[config.mk]
export PLATFORM = sky130hd
export DESIGN_NAME = cordic_asin_arb
export DESIGN_NICKNAME = d
export VERILOG_FILES = /design/src/rtl/cordic_asin_arb.sv
export SDC_FILE = /design/constraint.sdc
export NUM_CORES = 1
export LEC_CHECK = 0
export BUFFER_PORTS_ARGS = -buffer_cell sky130_fd_sc_hd__buf_2
export CORE_AREA = 2 2 199 201
export CTS_CLUSTER_DIAMETER = 150
export DETAILED_ROUTE_END_ITERATION = 6
export DIE_AREA = 0 0 201 203
export GPL_ROUTABILITY_DRIVEN = 0
export PLACE_DENSITY = 0.65
export REMOVE_ABC_BUFFERS = 1
export SYNTH_ARGS = -nofsm -noshare
export SYNTH_HDL_FRONTEND = slang
export SYNTH_SLANG_ARGS = --single-unit
[constraint.sdc]
create_clock -name clk -period 5 [get_ports clk]
set_clock_uncertainty 0.05 [all_clocks]
set_input_delay 0.75 -clock clk [delete_from_list [all_inputs] [get_ports clk]]
set_output_delay 0.75 -clock clk [all_outputs]
set_load 0.02 [all_outputs]
[src/rtl/cordic_asin_arb.sv]
// rtl/cordic_asin_arb.sv - round-robin arbiter sharing one arcsin/arccos CORDIC pipeline
//
// Ports:
//   clk, rst_n                                   clock (rising edge), asynchronous active-low reset
//   req_vaild, req_data, req_ready               per-requester signed Q16.16 operand and accept
//   rsp_vaild, rsp_arcsin, rsp_arccos, rsp_err   per-requester held result (degrees, Q16.16)
//   rsp_ready                                    per-requester result consume
//   cordic_data, cordic_vaild                    registered issue to the shared CORDIC unit
//   cordic_arcsin, cordic_arccos, cordic_post_vaild  CORDIC results, LATENCY cycles after issue
//   sync_err                                     sticky tag/result misalignment flag
// Optional feature: define CORDIC_ARB_RANGE_CHECK_EN to clamp operands to +/-1.0 before
// issue and flag the clamped result with rsp_err; otherwise rsp_err is always 0.

module cordic_asin_arb #(
    parameter int NUM_REQ = 4,
    parameter int LATENCY = 18
) (
    input  logic                    clk,
    input  logic                    rst_n,
    input  logic [NUM_REQ-1:0]      req_vaild,
    input  logic [32*NUM_REQ-1:0]   req_data,
    output logic [NUM_REQ-1:0]      req_ready,
    output logic [NUM_REQ-1:0]      rsp_vaild,
    output logic [32*NUM_REQ-1:0]   rsp_arcsin,
    output logic [32*NUM_REQ-1:0]   rsp_arccos,
    output logic [NUM_REQ-1:0]      rsp_err,
    input  logic [NUM_REQ-1:0]      rsp_ready,
    output logic [31:0]             cordic_data,
    output logic                    cordic_vaild,
    input  logic [31:0]             cordic_arcsin,
    input  logic [31:0]             cordic_arccos,
    input  logic                    cordic_post_vaild,
    output logic                    sync_err
);

    localparam int IW = $clog2(NUM_REQ);
    localparam logic [IW:0]   NREQ_W  = (IW+1)'(NUM_REQ);
    localparam logic [IW-1:0] LAST_ID = IW'(NUM_REQ - 1);
`ifdef CORDIC_ARB_RANGE_CHECK_EN
    localparam logic signed [31:0] ONE_Q16 = 32'sd65536;
`endif

    logic [NUM_REQ-1:0] busy;
    logic [NUM_REQ-1:0] rsp_hs;
    logic [NUM_REQ-1:0] eligible;
    logic [IW-1:0]      ptr;
    logic [IW-1:0]      grant_id;
    logic [IW:0]        idx;
    logic               grant;

    logic [31:0]        sel_data;
    logic [31:0]        issue_data_d;
    logic               sel_err;
    logic [IW-1:0]      issue_id;
    logic               issue_err;

    // Tag pipe travels beside the CORDIC unit so its tail lines up with cordic_post_vaild.
    logic               tag_v   [LATENCY];
    logic [IW-1:0]      tag_id  [LATENCY];
    logic               tag_err [LATENCY];
    logic               tail_v;
    logic [IW-1:0]      tail_id;
    logic               tail_err;

    assign tail_v   = tag_v[LATENCY-1];
    assign tail_id  = tag_id[LATENCY-1];
    assign tail_err = tag_err[LATENCY-1];

    // Round-robin grant starting at ptr.
    always_comb begin
        rsp_hs   = rsp_vaild & rsp_ready;
        // A requester whose result is consumed this cycle may be re-granted in the same cycle.
        eligible = req_vaild & (~busy | rsp_hs);
        grant    = 1'b0;
        grant_id = '0;
        idx      = '0;
        for (int k = 0; k < NUM_REQ; k++) begin
            idx = {1'b0, ptr} + (IW+1)'(k);
            if (idx >= NREQ_W) begin
                idx = idx - NREQ_W;
            end
            if (!grant && eligible[idx[IW-1:0]]) begin
                grant    = 1'b1;
                grant_id = idx[IW-1:0];
            end
        end
        req_ready           = '0;
        req_ready[grant_id] = grant;
    end

    // Operand of the granted requester, optionally clamped to [-1.0, +1.0].
    always_comb begin
        sel_data     = req_data[{grant_id, 5'd0} +: 32];
        issue_data_d = sel_data;
        sel_err      = 1'b0;
`ifdef CORDIC_ARB_RANGE_CHECK_EN
        if ($signed(sel_data) > ONE_Q16) begin
            issue_data_d = ONE_Q16;
            sel_err      = 1'b1;
        end else if ($signed(sel_data) < -ONE_Q16) begin
            issue_data_d = -ONE_Q16;
            sel_err      = 1'b1;
        end
`endif
    end

    always_ff @(posedge clk or negedge rst_n) begin
        if (!rst_n) begin
            busy         <= '0;
            ptr          <= '0;
            cordic_vaild <= 1'b0;
            cordic_data  <= '0;
            issue_id     <= '0;
            issue_err    <= 1'b0;
            rsp_vaild    <= '0;
            rsp_arcsin   <= '0;
            rsp_arccos   <= '0;
            rsp_err      <= '0;
            sync_err     <= 1'b0;
            for (int s = 0; s < LATENCY; s++) begin
                tag_v[s]   <= 1'b0;
                tag_id[s]  <= '0;
                tag_err[s] <= 1'b0;
            end
        end else begin
            cordic_vaild <= grant;
            cordic_data  <= grant ? issue_data_d : 32'd0;
            issue_id     <= grant ? grant_id : '0;
            issue_err    <= grant & sel_err;

            tag_v[0]   <= cordic_vaild;
            tag_id[0]  <= issue_id;
            tag_err[0] <= issue_err;
            for (int s = 1; s < LATENCY; s++) begin
                tag_v[s]   <= tag_v[s-1];
                tag_id[s]  <= tag_id[s-1];
                tag_err[s] <= tag_err[s-1];
            end

            // Set wins over clear so a same-cycle re-grant keeps busy high.
            busy <= (busy & ~rsp_hs) | req_ready;

            if (grant) begin
                ptr <= (grant_id == LAST_ID) ? '0 : grant_id + 1'b1;
            end

            rsp_vaild <= rsp_vaild & ~rsp_hs;
            if (tail_v && cordic_post_vaild) begin
                rsp_vaild[tail_id]                 <= 1'b1;
                rsp_arcsin[{tail_id, 5'd0} +: 32]  <= cordic_arcsin;
                rsp_arccos[{tail_id, 5'd0} +: 32]  <= cordic_arccos;
                rsp_err[tail_id]                   <= tail_err;
            end

            // Mismatch means the tag pipe and CORDIC unit disagree; the result is dropped.
            if (tail_v != cordic_post_vaild) begin
                sync_err <= 1'b1;
            end
        end
    end

endmodule
==> flow_metrics.py <==
metrics = {
    "setup_path": {
        "criticalPathCategory": "register to output pin",
        "startpoint": "busy[3]$_DFF_PN0_",
        "slowest_stage": "nand2_2",
        "worstPathMaxFanout": 34,
        "worst_ep_required_time_ns": 4.20,
        "rr_worst_depth": 5,
        "setup.worst_path.start_class": "register",
        "critPathMaxStageDelay_ns": 0.42,
        "crit_end": "req_ready[1]",
        "r2r_slack_ns": 2.35,
        "end_kind": "output pin",
        "r2r-start": "tail_id[0]$_DFF_PN0_",
        "worst_ep_arrival_time_ns": 2.54,
        "timing.rr.end": "rsp_arcsin[66]$_DFFE_PN0P_",
        "crit_path_cell_trace": "a21boi_2 -> o22ai_1 -> or2_1 -> nand2_2 -> nor2_1 -> buf_2",
    },
    "sta": {
        "maxSlewViolCount": 0,
        "max_slew_margin": 0.371,
        "hold_violations": 0,
        "fin_crit_ns": 3.34,
        "fin_crit_sh": 0.669,
        "setup_violations": 0,
        "worstMarginPinSlew_ns": 0.943,
        "rsz0062_at_grt": "false",
        "max_freq_ghz": 0.299,
    },
    "place": {
        "placement.io_buffers": 504,
        "dp_hpwl_mm": 27.3,
        "dpl_cell_area_sq_um": 16100,
    },
    "floorplan": {
        "die_h_um": 203,
        "num_io_pins": 505,
        "core_sq_um": 38500,
        "rows": 72,
        "die-area_sq_um": 40800,
        "initial_core_util": 0.340,
        "die-width_um": 201,
    },
    "logic_synthesis": {
        "synth-main-ff-cell": "dfrtp_1",
        "synth-adder-area-share": 0.00860,
        "synth_simple_gate_area_frac": 0.0263,
        "async_flop_share": 1.00,
        "avgSynthCellArea_sq_um": 14.4,
        "synth_top_area_frac": 0.688,
        "ys_seq_area_frac": 0.688,
        "synth_area_leaders": "dfrtp_1 69%, a22o_1 17%, mux2i_1 2.4%, o211ai_1 1.8%, o21ai_0 1.3%",
        "synth-seq-cells": 360,
        "synthMuxAreaShare": 0.0245,
        "synth.yosys.warnings": 0,
        "synth_cell_types": 40,
        "synth_xor_area_frac": 0,
        "synth-edff-count": 0,
        "yosys-top-cells-count": "360 x dfrtp_1, 256 x a22o_1, 43 x nand2_1",
        "syn_area_sq_um": 13100,
        "synth_compound_area_frac": 0.223,
        "synth_top_family_by_area": "compound AO/OA/AOI/OAI gates",
        "synth_area_leader_cell": "dfrtp_1",
        "synthMostInstantiatedCell": "dfrtp_1",
        "synthCells": 906,
    },
    "drt": {
        "num_vias": 10203,
        "wl_per_cell_um": 21.3,
        "drc": 0,
        "drtIter0Drc": 568,
        "drtAntennaViolNets": 0,
        "vias_per_cell": 5.26,
        "dr.pass1.iters": 6,
        "finalWirelength_mm": 41.4,
    },
    "clock_tree": {
        "clock_path_buffers": 3,
        "clk_pin_slew_worst_paths_ns": 0.06,
        "clkLatencyLatePin_ns": 0.55,
        "cts_tree": "yes",
        "ctsResizeCount": 0,
        "cts_max_level": 2,
        "cts_setup_buffers": 0,
        "cts_hold_buf": 0,
        "cts_sinks": 360,
        "clockRootBuffer": "clkbuf_16",
        "numCtsBuffers": 38,
    },
    "power": {
        "power_w": 0.0102,
        "power_density_nw_per_um2": 584,
        "leakage_nw": 9.41,
        "ir_drop_v": 0.000261,
    },
    "grt": {
        "grt-ovfl-total": 0,
        "grt_pass1_vias": 10591,
        "antenna_found_initial": 5,
        "grt_usage": 0.200,
        "grt_pass1_wl_mm": 63.2,
        "grt_start_max_net_pins": 124,
    },
    "final_layout": {
        "stdcell_area_sq_um": 17400,
        "area_growth_pct": 33.0,
        "regArea_sq_um": 9010,
        "multi_input_area_sq_um": 3740,
        "final_nets": 1604,
        "drive_gt1_frac": 0.428,
        "fillCellCount": 3523,
    },
    "worst_hold_path": {
        "hp-class": "input port to async pin",
    },
    "job": {
        "drv_cap": 0,
    },
    "status": {
        "status": "completed",
    },
}
-- worst max-delay path, delay by kind of cell, from the launching register on --
family / cells / cell delay [ns]
AOI/OAI and AO/OA: 2 / 0.51
buffers and inverters: 1 / 0.19
DFF: 1 / 0.38
and+or+nand+nor: 3 / 0.90
-- area by class of cell --
cell class / instances / share of cell area
inverter: 14 / 0.00302
sequential: 360 / 0.518
clock buffer: 53 / 0.0631
multi-input combinational: 459 / 0.215
clock inverter: 14 / 0.00985
antenna: 4 / 0.000575
timing repair buffer: 519 / 0.153
tap: 518 / 0.0372
-- cells by family (layout without fill, tap and decap cells) --
group / count (synthesis) / count (layout)
AO/OA/AOI/OAI: 349 / 349
adder cells (fa/ha/maj): 9 / 9
buffers and inverters: 87 / 600
flip-flops: 360 / 360
multiplexers: 32 / 32
other: 0 / 4
AND/OR/NAND/NOR: 69 / 69
-- through the flow --
step	util	instances	setup TNS, ns	hold WS [ns]	worst slack (ns)
5_1_grt	0.452	1940	0	0.156	1.44
6_report	0.452	1941	0	0.141	1.66
3_3_place_gp	0.419	1870	0	0.283	1.82
2_1_floorplan	-	833	-515.41	0.281	-2.69
4_1_cts	0.452	1937	0	0.126	1.62
3_5_place_dp	0.419	1870	0	0.285	1.78
-- report_power, final --
group,internal (W),switching (W)
clock network,0.00165,0.00116
registers,0.00369,0.000384
logic,0.00122,0.00205
total,0.00657,0.00359
-- flip-flops by register name (all words and copies together) (netlist names) --
register      flops
sync_err          1
rsp_arcsin      128
rsp_arccos      128
busy              4
cordic_vaild      1
tag_v            17
rsp_vaild         4
rsp_err           4
ptr               2
tag_id           34
tail_v            1
tail_id           2
cordic_data      32
issue_id          2
-- per-layer routing --
layer  global-route usage  part of all wire  vias to the layer above
met5                    0           0.00031                        -
met4               0.0791             0.032                        2
met3               0.0525             0.082                       71
met2                0.350              0.51                      530
met1                0.236              0.38                     5230
li1                     -                 -                     4370
-- how the worst min path moves through the flow --
stage	startpoint	endpoint	slack [ns]	cells past startpoint
5_1_grt	rst_n	rsp_arcsin[69]$_DFFE_PN0P_	0.16	1
2_1_floorplan	tag_id[12]$_DFF_PN0_	tag_id[10]$_DFF_PN0_	0.28	0
6_report	rst_n	rsp_arccos[51]$_DFFE_PN0P_	0.14	1
4_1_cts	rst_n	rsp_arcsin[107]$_DFFE_PN0P_	0.13	1
3_3_place_gp	tag_v[1]$_DFF_PN0_	tail_v$_DFF_PN0_	0.28	0
3_5_place_dp	tag_id[29]$_DFF_PN0_	tag_id[27]$_DFF_PN0_	0.28	0
-- cell usage in the layout, fill, tap and decap left out, drive strengths merged, types with 7 or more instances in the layout --
cell type,instances
buf,519
dfrtp,360
a22o,256
clkbuf,53
nand2,44
o21ai,38
o211ai,34
mux2i,32
inv,16
ha,9
clkinv,7
(Power assumes the default switching activity.)
